$ cat src/rtl/pipeline_pkg.sv
// pipeline_pkg: shared encodings for the instruction/data RAM arbiter.
package pipeline_pkg;

   // Arbiter FSM states; dbg_state exposes this encoding.
   typedef enum logic [1:0] {
      ST_IDLE  = 2'd0,
      ST_ISSUE = 2'd1,
      ST_WAIT  = 2'd2,
      ST_ACK   = 2'd3
   } state_t;

   // Requester indices.
   localparam logic DEV_IF = 1'b0;
   localparam logic DEV_ID = 1'b1;

   // One-hot grant vector for a requester index.
   function automatic logic [1:0] dev_onehot(input logic dev);
      return dev ? 2'b10 : 2'b01;
   endfunction

endpackage

$ cat src/rtl/rr_pick2.sv
// rr_pick2: two-way winner selection. A valid burst lock wins outright;
// otherwise a tie goes to the device that did not win last time.
// The output is only meaningful when req is non-zero or lock_valid is set.
module rr_pick2
   import pipeline_pkg::*;
(
   input  logic [1:0] req,
   input  logic       last_grant,
   input  logic       lock_valid,
   input  logic       lock_dev,
   output logic       winner
);

   // Lock first, then round-robin on a tie, then the single requester.
   always_comb begin
      winner = DEV_IF;
      if (lock_valid) begin
         winner = lock_dev;
      end else if (req[DEV_IF] && req[DEV_ID]) begin
         winner = ~last_grant;
      end else if (req[DEV_ID]) begin
         winner = DEV_ID;
      end else begin
         winner = DEV_IF;
      end
   end

endmodule

$ cat src/rtl/mem_arbiter.sv
// mem_arbiter: shares the single instruction/data RAM between device 0
// (instruction fetch, read-only) and device 1 (decoder, banked read/write).
//
// Handshake: a requester raises dev_en[i] with addr/di/we/bank stable and
// keeps them stable until dev_do_ack[i] pulses for one cycle; mem_do is
// valid in that ack cycle. dev_en is only looked at in IDLE, so a level
// still high in the first IDLE cycle after ACK is a new request.
module mem_arbiter
   import pipeline_pkg::*;
#(
   parameter int ADDR_W       = 10,
   parameter int DATA_W       = 32,
   parameter int BANK_W       = 4,
   parameter int READ_LATENCY = 1,
   parameter int MAX_BURST    = 4
) (
   input  logic              clk,
   input  logic              reset,
   input  logic [1:0]        dev_en,
   input  logic [1:0]        dev_we,
   input  logic [1:0]        dev_burst_en,
   input  logic [ADDR_W-1:0] dev0_addr,
   input  logic [DATA_W-1:0] dev0_di,
   input  logic [ADDR_W-1:0] dev1_addr,
   input  logic [DATA_W-1:0] dev1_di,
   input  logic [BANK_W-1:0] dev1_bank_select,
   output logic [1:0]        dev_do_ack,
   output logic              mem_en,
   output logic              mem_we,
   output logic [ADDR_W-1:0] mem_addr,
   output logic [DATA_W-1:0] mem_di,
   output logic [BANK_W-1:0] mem_bank,
   output logic [1:0]        grant,
   output logic [1:0]        dbg_state
);

   // Last WAIT count before ACK, and the burst beat ceiling, at counter width.
   localparam logic [2:0] WAIT_LAST   = 3'(READ_LATENCY - 1);
   localparam logic [3:0] MAX_BURST_C = 4'(MAX_BURST);
   localparam bit         SHORT_RD    = (READ_LATENCY == 1);

   state_t            state_q, state_d;
   logic [2:0]        wait_cnt_q, wait_cnt_d;
   logic              last_grant_q, last_grant_d;
   logic              owner_valid_q, owner_valid_d;
   logic              owner_q, owner_d;
   logic [3:0]        beat_q, beat_d;
   logic [1:0]        grant_q, grant_d;
   logic [1:0]        ack_q, ack_d;
   logic              mem_en_q, mem_en_d;
   logic              mem_we_q, mem_we_d;
   logic [ADDR_W-1:0] mem_addr_q, mem_addr_d;
   logic [DATA_W-1:0] mem_di_q, mem_di_d;
   logic [BANK_W-1:0] mem_bank_q, mem_bank_d;

   logic              other_req;
   logic              lock_ok;
   logic              winner;

   // Device 0 never writes and has no write data path.
   logic              unused_dev0;
   assign unused_dev0 = ^{dev0_di, dev_we[DEV_IF]};

   // The burst owner keeps the RAM while it still asks for a burst and has
   // beats left; once out of beats it only keeps going if the other side is quiet.
   assign other_req = dev_en[~owner_q];
   assign lock_ok   = owner_valid_q && dev_en[owner_q] && dev_burst_en[owner_q]
                      && ((beat_q < MAX_BURST_C) || !other_req);

   rr_pick2 u_pick (
      .req        (dev_en),
      .last_grant (last_grant_q),
      .lock_valid (lock_ok),
      .lock_dev   (owner_q),
      .winner     (winner)
   );

   // Next-state and next-output computation; mem_en, mem_we and ack are pulses.
   always_comb begin
      state_d       = state_q;
      wait_cnt_d    = wait_cnt_q;
      last_grant_d  = last_grant_q;
      owner_valid_d = owner_valid_q;
      owner_d       = owner_q;
      beat_d        = beat_q;
      grant_d       = grant_q;
      ack_d         = 2'b00;
      mem_en_d      = 1'b0;
      mem_we_d      = 1'b0;
      mem_addr_d    = mem_addr_q;
      mem_di_d      = mem_di_q;
      mem_bank_d    = mem_bank_q;

      unique case (state_q)
         ST_IDLE: begin
            if (|dev_en) begin
               state_d      = ST_ISSUE;
               mem_en_d     = 1'b1;
               grant_d      = dev_onehot(winner);
               last_grant_d = winner;
               if (winner == DEV_ID) begin
                  mem_we_d   = dev_we[DEV_ID];
                  mem_addr_d = dev1_addr;
                  mem_di_d   = dev1_di;
                  mem_bank_d = dev1_bank_select;
               end else begin
                  mem_we_d   = 1'b0;
                  mem_addr_d = dev0_addr;
                  mem_di_d   = '0;
                  mem_bank_d = '0;
               end
               if (lock_ok) begin
                  // Owner re-granted: next beat, or restart the count when
                  // it ran out of beats but nobody else is waiting.
                  beat_d = (beat_q < MAX_BURST_C) ? 4'(beat_q + 4'd1) : 4'd1;
               end else begin
                  // Fresh grant: the winner becomes owner only if it asks for a burst.
                  owner_valid_d = dev_burst_en[winner];
                  owner_d       = winner;
                  beat_d        = dev_burst_en[winner] ? 4'd1 : 4'd0;
               end
            end
         end
         ST_ISSUE: begin
            if (SHORT_RD) begin
               state_d = ST_ACK;
               ack_d   = grant_q;
            end else begin
               state_d    = ST_WAIT;
               wait_cnt_d = 3'd1;
            end
         end
         ST_WAIT: begin
            if (wait_cnt_q == WAIT_LAST) begin
               state_d = ST_ACK;
               ack_d   = grant_q;
            end else begin
               wait_cnt_d = 3'(wait_cnt_q + 3'd1);
            end
         end
         ST_ACK: begin
            state_d = ST_IDLE;
            grant_d = 2'b00;
         end
         default: begin
            state_d = ST_IDLE;
            grant_d = 2'b00;
         end
      endcase
   end

   // All state and registered outputs; reset abandons any access in flight.
   always_ff @(posedge clk or negedge reset) begin
      if (!reset) begin
         state_q       <= ST_IDLE;
         wait_cnt_q    <= 3'd0;
         last_grant_q  <= DEV_ID;
         owner_valid_q <= 1'b0;
         owner_q       <= DEV_IF;
         beat_q        <= 4'd0;
         grant_q       <= 2'b00;
         ack_q         <= 2'b00;
         mem_en_q      <= 1'b0;
         mem_we_q      <= 1'b0;
         mem_addr_q    <= '0;
         mem_di_q      <= '0;
         mem_bank_q    <= '0;
      end else begin
         state_q       <= state_d;
         wait_cnt_q    <= wait_cnt_d;
         last_grant_q  <= last_grant_d;
         owner_valid_q <= owner_valid_d;
         owner_q       <= owner_d;
         beat_q        <= beat_d;
         grant_q       <= grant_d;
         ack_q         <= ack_d;
         mem_en_q      <= mem_en_d;
         mem_we_q      <= mem_we_d;
         mem_addr_q    <= mem_addr_d;
         mem_di_q      <= mem_di_d;
         mem_bank_q    <= mem_bank_d;
      end
   end

   assign dev_do_ack = ack_q;
   assign mem_en     = mem_en_q;
   assign mem_we     = mem_we_q;
   assign mem_addr   = mem_addr_q;
   assign mem_di     = mem_di_q;
   assign mem_bank   = mem_bank_q;
   assign grant      = grant_q;
   assign dbg_state  = state_q;

endmodule

$ cat config.mk
export PLATFORM = sky130hd
export DESIGN_NAME = mem_arbiter
export DESIGN_NICKNAME = d
export VERILOG_FILES = /design/src/rtl/pipeline_pkg.sv /design/src/rtl/rr_pick2.sv /design/src/rtl/mem_arbiter.sv
export SDC_FILE = /design/constraint.sdc
export NUM_CORES = 1
export LEC_CHECK = 0
export ABC_AREA = 1
export BUFFER_PORTS_ARGS = -buffer_cell sky130_fd_sc_hd__clkbuf_2
export CAP_MARGIN = 5
export CELL_PAD_IN_SITES_DETAIL_PLACEMENT = 0
export CELL_PAD_IN_SITES_GLOBAL_PLACEMENT = 1
export CORE_MARGIN = 2
export CORE_UTILIZATION = 34
export CTS_CLUSTER_DIAMETER = 50
export DETAILED_ROUTE_END_ITERATION = 6
export GPL_ROUTABILITY_DRIVEN = 0
export GPL_TIMING_DRIVEN = 0
export PLACE_DENSITY_LB_ADDON = 0.12
export RECOVER_POWER = 50
export SYNTH_ARGS = -nofsm -noshare
export SYNTH_HDL_FRONTEND = slang
export SYNTH_SLANG_ARGS = --single-unit
$ cat constraint.sdc
create_clock -name clk -period 3.89 [get_ports clk]
set_input_delay 0.5835 -clock clk [delete_from_list [all_inputs] [get_ports clk]]
set_output_delay 0.5835 -clock clk [all_outputs]
set_load 0.03 [all_outputs]
==> results of run 1 <==
layer usage:
layer | track usage | vias up | part of all wire
met3 | 0.0585 | 5 | 0.079
met5 | 0 | - | 0
met1 | 0.199 | 1146 | 0.45
li1 | - | 1307 | -
met4 | 0.0488 | 0 | 0.012
met2 | 0.265 | 91 | 0.46
per-stage QoR:
stage / hold WS [ns] / cell area (um^2)
6_report: 0.434 / 3860
5_1_grt: 0.440 / 3860
4_1_cts: 0.228 / 3890
3_5_place_dp: 0.464 / 3670
3_3_place_gp: 0.461 / 3650
2_1_floorplan: 0.288 / 2940
cells in the mapped netlist:
library cell	n
o21ai_2	10
dfrtp_1	63
dfstp_2	1
nand4_1	1
a21oi_1	3
buf_2	6
nor2_1	10
nand2_1	76
nand2_2	1
o21ai_1	1
clkbuf_1	6
nor2_2	1
inv_1	76
inv_2	2
nand3_1	39
a22oi_1	1
nand3_2	2
o21ai_0	32
xor2_1	2
ha_1	8
o21bai_1	1
a21oi_2	1
buf_6	2
worst paths after layout:
| path | from | slack, ns | end | cells after the start |
|---|---|---|---|---|
| setup / recovery | dbg_state[1]$_DFFE_PN0P_ | 1.93 | mem_addr[6]$_DFFE_PN0P_ | 9 |
| hold / removal | dev_we[1] | 0.43 | mem_we$_DFF_PN0_ | 3 |
| setup reg to reg | dbg_state[1]$_DFFE_PN0P_ | 1.93 | mem_addr[6]$_DFFE_PN0P_ | 9 |
| hold reg to reg | last_grant_q$_DFFE_PN1P_ | 0.47 | last_grant_q$_DFFE_PN1P_ | 2 |
| max in group asynchronous | reset | 2.08 | mem_di[15]$_DFFE_PN0P_ | 1 |
| min in group asynchronous | reset | 0.75 | mem_addr[2]$_DFFE_PN0P_ | 1 |
power by group through the flow:
stage                     clock network (mW)  registers, mW  logic (mW)
after floorplan                            0           1.62       0.513
after global placement                     0           1.12        1.47
after detailed placement                   0           1.13        1.49
after CTS                              0.664           1.12        1.49
after global routing                   0.689           1.16        1.59
final                                  0.640           1.12        1.44
kinds of logic after synthesis:
family                   after synthesis
AO/OA/AOI/OAI                         49
XOR/XNOR                               2
adder cells (fa/ha/maj)                8
buffers and inverters                 92
flip-flops                            64
AND/OR/NAND/NOR                      130
state kept, by name, indices dropped and copies added, names as in the netlist:
| signal | cells |
|---|---|
| grant | 2 |
| mem_we | 1 |
| dbg_state | 2 |
| wait_cnt_q | 3 |
| mem_di | 32 |
| mem_addr | 10 |
| mem_bank | 4 |
| owner_q | 1 |
| mem_en | 1 |
| last_grant_q | 1 |
| dev_do_ack | 2 |
| owner_valid_q | 1 |
| beat_q | 4 |
critical path: cells and delay by family (launching register included):
| family | cells | cell delay [ns] |
|---|---|---|
| buffers and inverters | 5 | 0.74 |
| DFF | 1 | 0.43 |
| adders and majority gates | 1 | 0.20 |
| and+or+nand+nor | 3 | 0.46 |
layout by cell type, fill, tap and decap left out, types with 2 or more instances in the layout:
cell | netlist | final
o21ai_0 | 32 | 32
nor2_1 | 10 | 10
o21ai_2 | 10 | 10
clkbuf_1 | 6 | 28
ha_1 | 8 | 8
clkbuf_2 | 0 | 95
inv_1 | 76 | 76
nand3_1 | 39 | 39
xor2_1 | 2 | 2
nand2_1 | 76 | 76
a21oi_1 | 3 | 3
buf_6 | 2 | 2
dfrtp_1 | 63 | 63
clkbuf_8 | 0 | 11
nand3_2 | 2 | 2
inv_2 | 2 | 2
buf_2 | 6 | 6
bufinv_16 | 0 | 2
final cells by class:
class | instances | area, um^2 | area share
multi-input cells | 189 | 966 | 0.250
repair buffers | 117 | 574 | 0.149
plain buffers | 14 | 75.1 | 0.0194
flip-flops and latches | 64 | 1600 | 0.415
inverters | 78 | 293 | 0.0758
well taps | 105 | 131 | 0.0340
clock inverters | 3 | 65.1 | 0.0168
clock buffers | 12 | 155 | 0.0402
==> out/qor.csv, run 1 <==
metric,value,unit
run_status,"finished, violations left",
violations,"capacitance limit, slew limit",
tightest_slew,1.85,ns
nets,577,
clock_latency,0.33,ns
num_vias,2549,
cts_max_level,3,
power.switching,1.45,mW
synthAdderAreaFrac,0.0341,
synth.top_cell.area_share,0.537,
power_frac_comb,0.451,
drc,0,
ioPinCount,150,
grt_max_degree,34,
place_hpwl,5400,um
power,3.20,mW
yosys-mux-area-fraction,0,
post-place-ws,1.92,ns
hold_buffers,0,
grt_pass1_wl,12300,um
synth_xor_area_frac,0.00597,
layout-drive-gt1-share,0.285,
synth_area,2940,um^2
cts-root-buf,clkbuf_8,
pwr-share-seq,0.349,
fp.dieArea,9400,um^2
avgRoutedWirePerCell,12.3,um
cts.sinks,64,
layout_setup_ws,1.93,ns
period_minus_slack,1.96,ns
cp-end-kind,register,
crit_chain,"inv_1, ha_1, inv_1, nor2_2, inv_2, buf_2, buf_2, nand2_1, nand2_1",
grt_pass1_vias,2590,
internal-power,1.75,mW
portBuffers,116,
fillers,884,
synth_compound_area_frac,0.0993,
grt_setup_unrepaired,no,
diodes,0,
ys_top_cells_by_area,"dfrtp_1 (54%), inv_1 (9.7%), nand2_1 (9.7%), nand3_1 (6.6%), o21ai_0 (5.5%)",
cts_tree,yes,
synth_top_family_by_area,simple AND/OR/NAND/NOR gates,
cp.required,4.11,ns
slew_headroom,-0.234,
cp_slowest_cell,dfrtp_1,
syn_nets,449,
final.setup_skew,0.00931,ns
syn_avg_cell_area,8.51,um^2
start_util,0.354,
cts_buffer_depth,2,
syn2layout_area_growth,31.5,%
ys_ff_latch,64,
cts_setup_buffers,0,
die_w,96.9,um
die_y,96.9,um
fin_tns_setup,0,ns
finalSetupViolCount,0,
vdd_drop_max,410,uV
fmax,0.510,GHz
post-place-cells,567,
firstDrtPassIters,4,
yosysTopAreaCell,dfrtp_1,
core_area,8300,um^2
clock_power_share,0.200,
wirelength,7170,um
hold_path.class,in -> reg,
drv_slew,33,
synth_simple_gate_area_frac,0.190,
start_kind,register,
critical_path_class,reg -> reg,
seq_area_frac_synth,0.546,
hold_viol,0,
clk_pin_slew,0.07,ns
yosysWarnings,0,
cp_max_fo,10,
rows,33,
ys_types,23,
p_leak,2.24,nW
final_cells,582,
final_util,0.465,
powerDensity,828,nW/um^2
cts_resized,0,
drt_iter0_drc,67,
period_share,0.504,
vias_per_cell,4.38,
cp.arrival,2.18,ns
cts_made_buffers,9,
syn_inst,345,
antenna_left,0,
grt_usage,0.161,
p_sw_frac,0.453,
slowest_delay,0.43,ns
drv_cap,1,
antenna_found_initial,0,
grt.overflow.total,0,
No activity file was read; power rests on OpenSTA's default activity.
==> run 2, diff against run 1 <==
Settings changed: ABC_AREA 1 to 0, CORE_UTILIZATION 34 to 32.
Clock period 3.89 ns to 2.01 ns, I/O delays scaled along.
==> out/qor.csv, run 2 <==
metric,value,unit,change
die_y,97.5,um,+0.54%
yosysWarnings,0,,unchanged
seq_area_frac_synth,0.573,,+0.0276
most-common-layout-cells,"clkbuf_2 (96), nand2_1 (92), dfrtp_1 (63), o21ai_0 (44), clkbuf_1 (32)",,
start_util,0.325,,-0.0286
yosysMostFrequentCell,nand2_1,,
run_status,"complete, no violations",,
synthFlopType,dfrtp_1,,
largest_reg_flops,32,,unchanged
cp_slowest_cell,dfrtp_1,,
synth_common_cells,"nand2_1 (92), dfrtp_1 (63), o21ai_0 (44), o21ai_1 (13), mux2i_1 (12)",,
portBuffers,115,,-0.86%
slowest_delay,0.42,ns,about the same
cp.required,2.21,ns,-1.90 ns
grt_max_degree,39,,+15%
clk_pin_slew,0.07,ns,about the same
dpl_cell_area,3530,um^2,-3.9%
drt_iter0_drc,83,,+24%
cts_made_buffers,9,,unchanged
p_leak,1.85,nW,-18%
start_kind,register,,
grt_pass1_vias,2416,,-6.7%
vdd_drop_max,476,uV,+16%
finalSetupViolCount,0,,unchanged
antenna_left,0,,unchanged
final_cells,533,,-8.4%
core_area,8590,um^2,+3.5%
hold_viol,0,,unchanged
cts.sinks,64,,unchanged
syn2layout_area_growth,31.3,%,
clock_power_share,0.175,,-0.025
layout-drive-gt1-share,0.289,,+0.00430
hold_slack,0.151,ns,-0.282 ns
power.switching,2.51,mW,+73%
synth.top_cell.area_share,0.564,,+0.0272
vias_per_cell,4.55,,+3.8%
post-place-cells,516,,-9.0%
ys_types,30,,+30%
synth_edf_count,0,,unchanged
power,5.40,mW,+69%
cp_max_fo,10,,unchanged
period_share,0.906,,+0.402
fmax,0.549,GHz,+7.7%
cp.arrival,2.02,ns,-0.16 ns
clock_latency,0.34,ns,about the same
final.setup_skew,0.0121,ns,+0.00276 ns
ys_top_cells_by_area,"dfrtp_1 (56%), nand2_1 (12%), o21ai_0 (7.9%), mux2i_1 (4.3%), ha_1 (3.6%)",,
firstDrtPassIters,4,,unchanged
num_vias,2424,,-4.9%
diodes,0,,unchanged
drv_slew,0,,-100%
drc,0,,unchanged
period_minus_slack,1.82,ns,-0.140 ns
fin_area,3670,um^2,-5.0%
cts_setup_buffers,0,,unchanged
wirelength,6960,um,-2.9%
seq_area,1600,um^2,unchanged
rows,34,,+3.0%
p_sw_frac,0.465,,+0.0118
cts_tree,yes,,
fillers,900,,+1.8%
crit_chain,"and2b_1, nand3_2, o221ai_4, clkbuf_1, o21ai_0",,
avgRoutedWirePerCell,13.1,um,+6.1%
grt.overflow.total,0,,unchanged
internal-power,2.89,mW,+65%
ys_ff_latch,64,,unchanged
final_util,0.427,,-0.0383
syn_nets,396,,-12%
cts_buffer_depth,2,,unchanged
powerDensity,1470,nW/um^2,+77%
multi_input_area,1090,um^2,+12%
pwr-share-seq,0.368,,+0.019
grt_pass1_wl,11700,um,-4.7%
power_frac_comb,0.458,,+0.007
place_hpwl,5130,um,-5.0%
hold_path.class,in -> reg,,
cp-end-kind,register,,
syn_avg_cell_area,9.57,um^2,+12%
yosysTopAreaCell,dfrtp_1,,
grt_setup_unrepaired,no,,
synth_area,2800,um^2,-4.8%
slew_headroom,0.556,,+0.790
die_w,97.5,um,+0.54%
critical_path_class,reg -> reg,,
antenna_found_initial,0,,unchanged
ioPinCount,150,,unchanged
syn_inst,292,,-15%
grt_usage,0.154,,-0.00710
tightest_slew,0.665,ns,-1.19 ns
cts-root-buf,clkbuf_8,,
nets,524,,-9.2%
fp.dieArea,9500,um^2,+1.1%
layout_commonest_cell,clkbuf_2,,
cts_max_level,3,,unchanged
synthArstFlopShare,1.00,,unchanged
drv_cap,0,,-1
-- run 2: cell count changes in the layout (fill, tap and decap cells not counted), sizes merged, moves of 4 or more --
cell / change
inv: -69
nand3: -37
nand2: +15
o21ai: +14
mux2i: +12
clkbuf: +4
-- run 2: power by group through the flow --
stage | Clock (mW) | Combinational [mW] | Sequential, mW
floorplan | 0 | 0.996 | 2.72
global placement | 0 | 2.50 | 2.00
detailed placement | 0 | 2.54 | 2.01
CTS | 0.990 | 2.55 | 1.99
global route | 1.04 | 2.74 | 2.05
finish | 0.942 | 2.47 | 1.98
-- run 2: critical path, delay by kind of cell, from the launching register on --
family / cells / cell delay (ns)
AO/OA/AOI/OAI: 2 / 0.47
AND/OR/NAND/NOR: 2 / 0.41
buffers and inverters: 1 / 0.38
flip-flops: 1 / 0.42
-- run 2: path summary, 6_finish.rpt --
path | endpoint | slack [ns] | cells after the start | startpoint
min in group asynchronous | wait_cnt_q[0]$_DFFE_PN0N_ | 0.53 | 2 | reset
min reg2reg | wait_cnt_q[2]$_DFFE_PN0N_ | 0.46 | 1 | wait_cnt_q[2]$_DFFE_PN0N_
max in group asynchronous | owner_q$_DFFE_PN0P_ | 0.44 | 3 | reset
min | mem_we$_DFF_PN0_ | 0.15 | 3 | dev_we[1]
max reg2reg | mem_di[8]$_DFFE_PN0P_ | 0.19 | 5 | owner_q$_DFFE_PN0P_
max | mem_di[8]$_DFFE_PN0P_ | 0.19 | 5 | owner_q$_DFFE_PN0P_
-- run 2: area by class of cell --
type                    instances  share of cell area
flip-flops and latches         64               0.437
multi-input cells             202               0.296
repair buffers                117               0.153
well taps                     108              0.0368
clock buffers                  11              0.0358
plain buffers                  17              0.0232
clock inverters                 5             0.00921
inverters                       9             0.00921
-- run 2: stage by stage --
step | setup WS [ns] | TNS (ns)
after detailed placement | -0.0681 | -0.508
after global placement | -0.0557 | -0.494
after floorplan | 0.207 | 0
after CTS | 0.0727 | 0
after global routing | 0.00355 | 0
final | 0.189 | 0
-- run 2: per-layer routing --
| layer | global-route usage | routed length, um | up-vias |
|---|---|---|---|
| met5 | 0 | 0 | - |
| met2 | 0.234 | 3100 | 79 |
| li1 | - | - | 1220 |
| met3 | 0.0547 | 466 | 8 |
| met1 | 0.207 | 3290 | 1117 |
| met4 | 0.0502 | 104 | 0 |
-- run 2: kinds of logic after synthesis --
| kind of cell | Yosys count | share of synthesized area |
|---|---|---|
| fa+ha+maj | 8 | 0.0358 |
| flops | 64 | 0.573 |
| simple gates | 110 | 0.158 |
| compound gates | 69 | 0.141 |
| mux | 13 | 0.0470 |
| buf+inv | 26 | 0.0394 |
| xor+xnor | 2 | 0.00627 |
-- run 2: what timing repair did --
item                                   CTS  global route
hold buffers                             1             0
endpoints found under the hold margin   25             0
resized for setup                        2            11
setup endpoints to repair               15            43
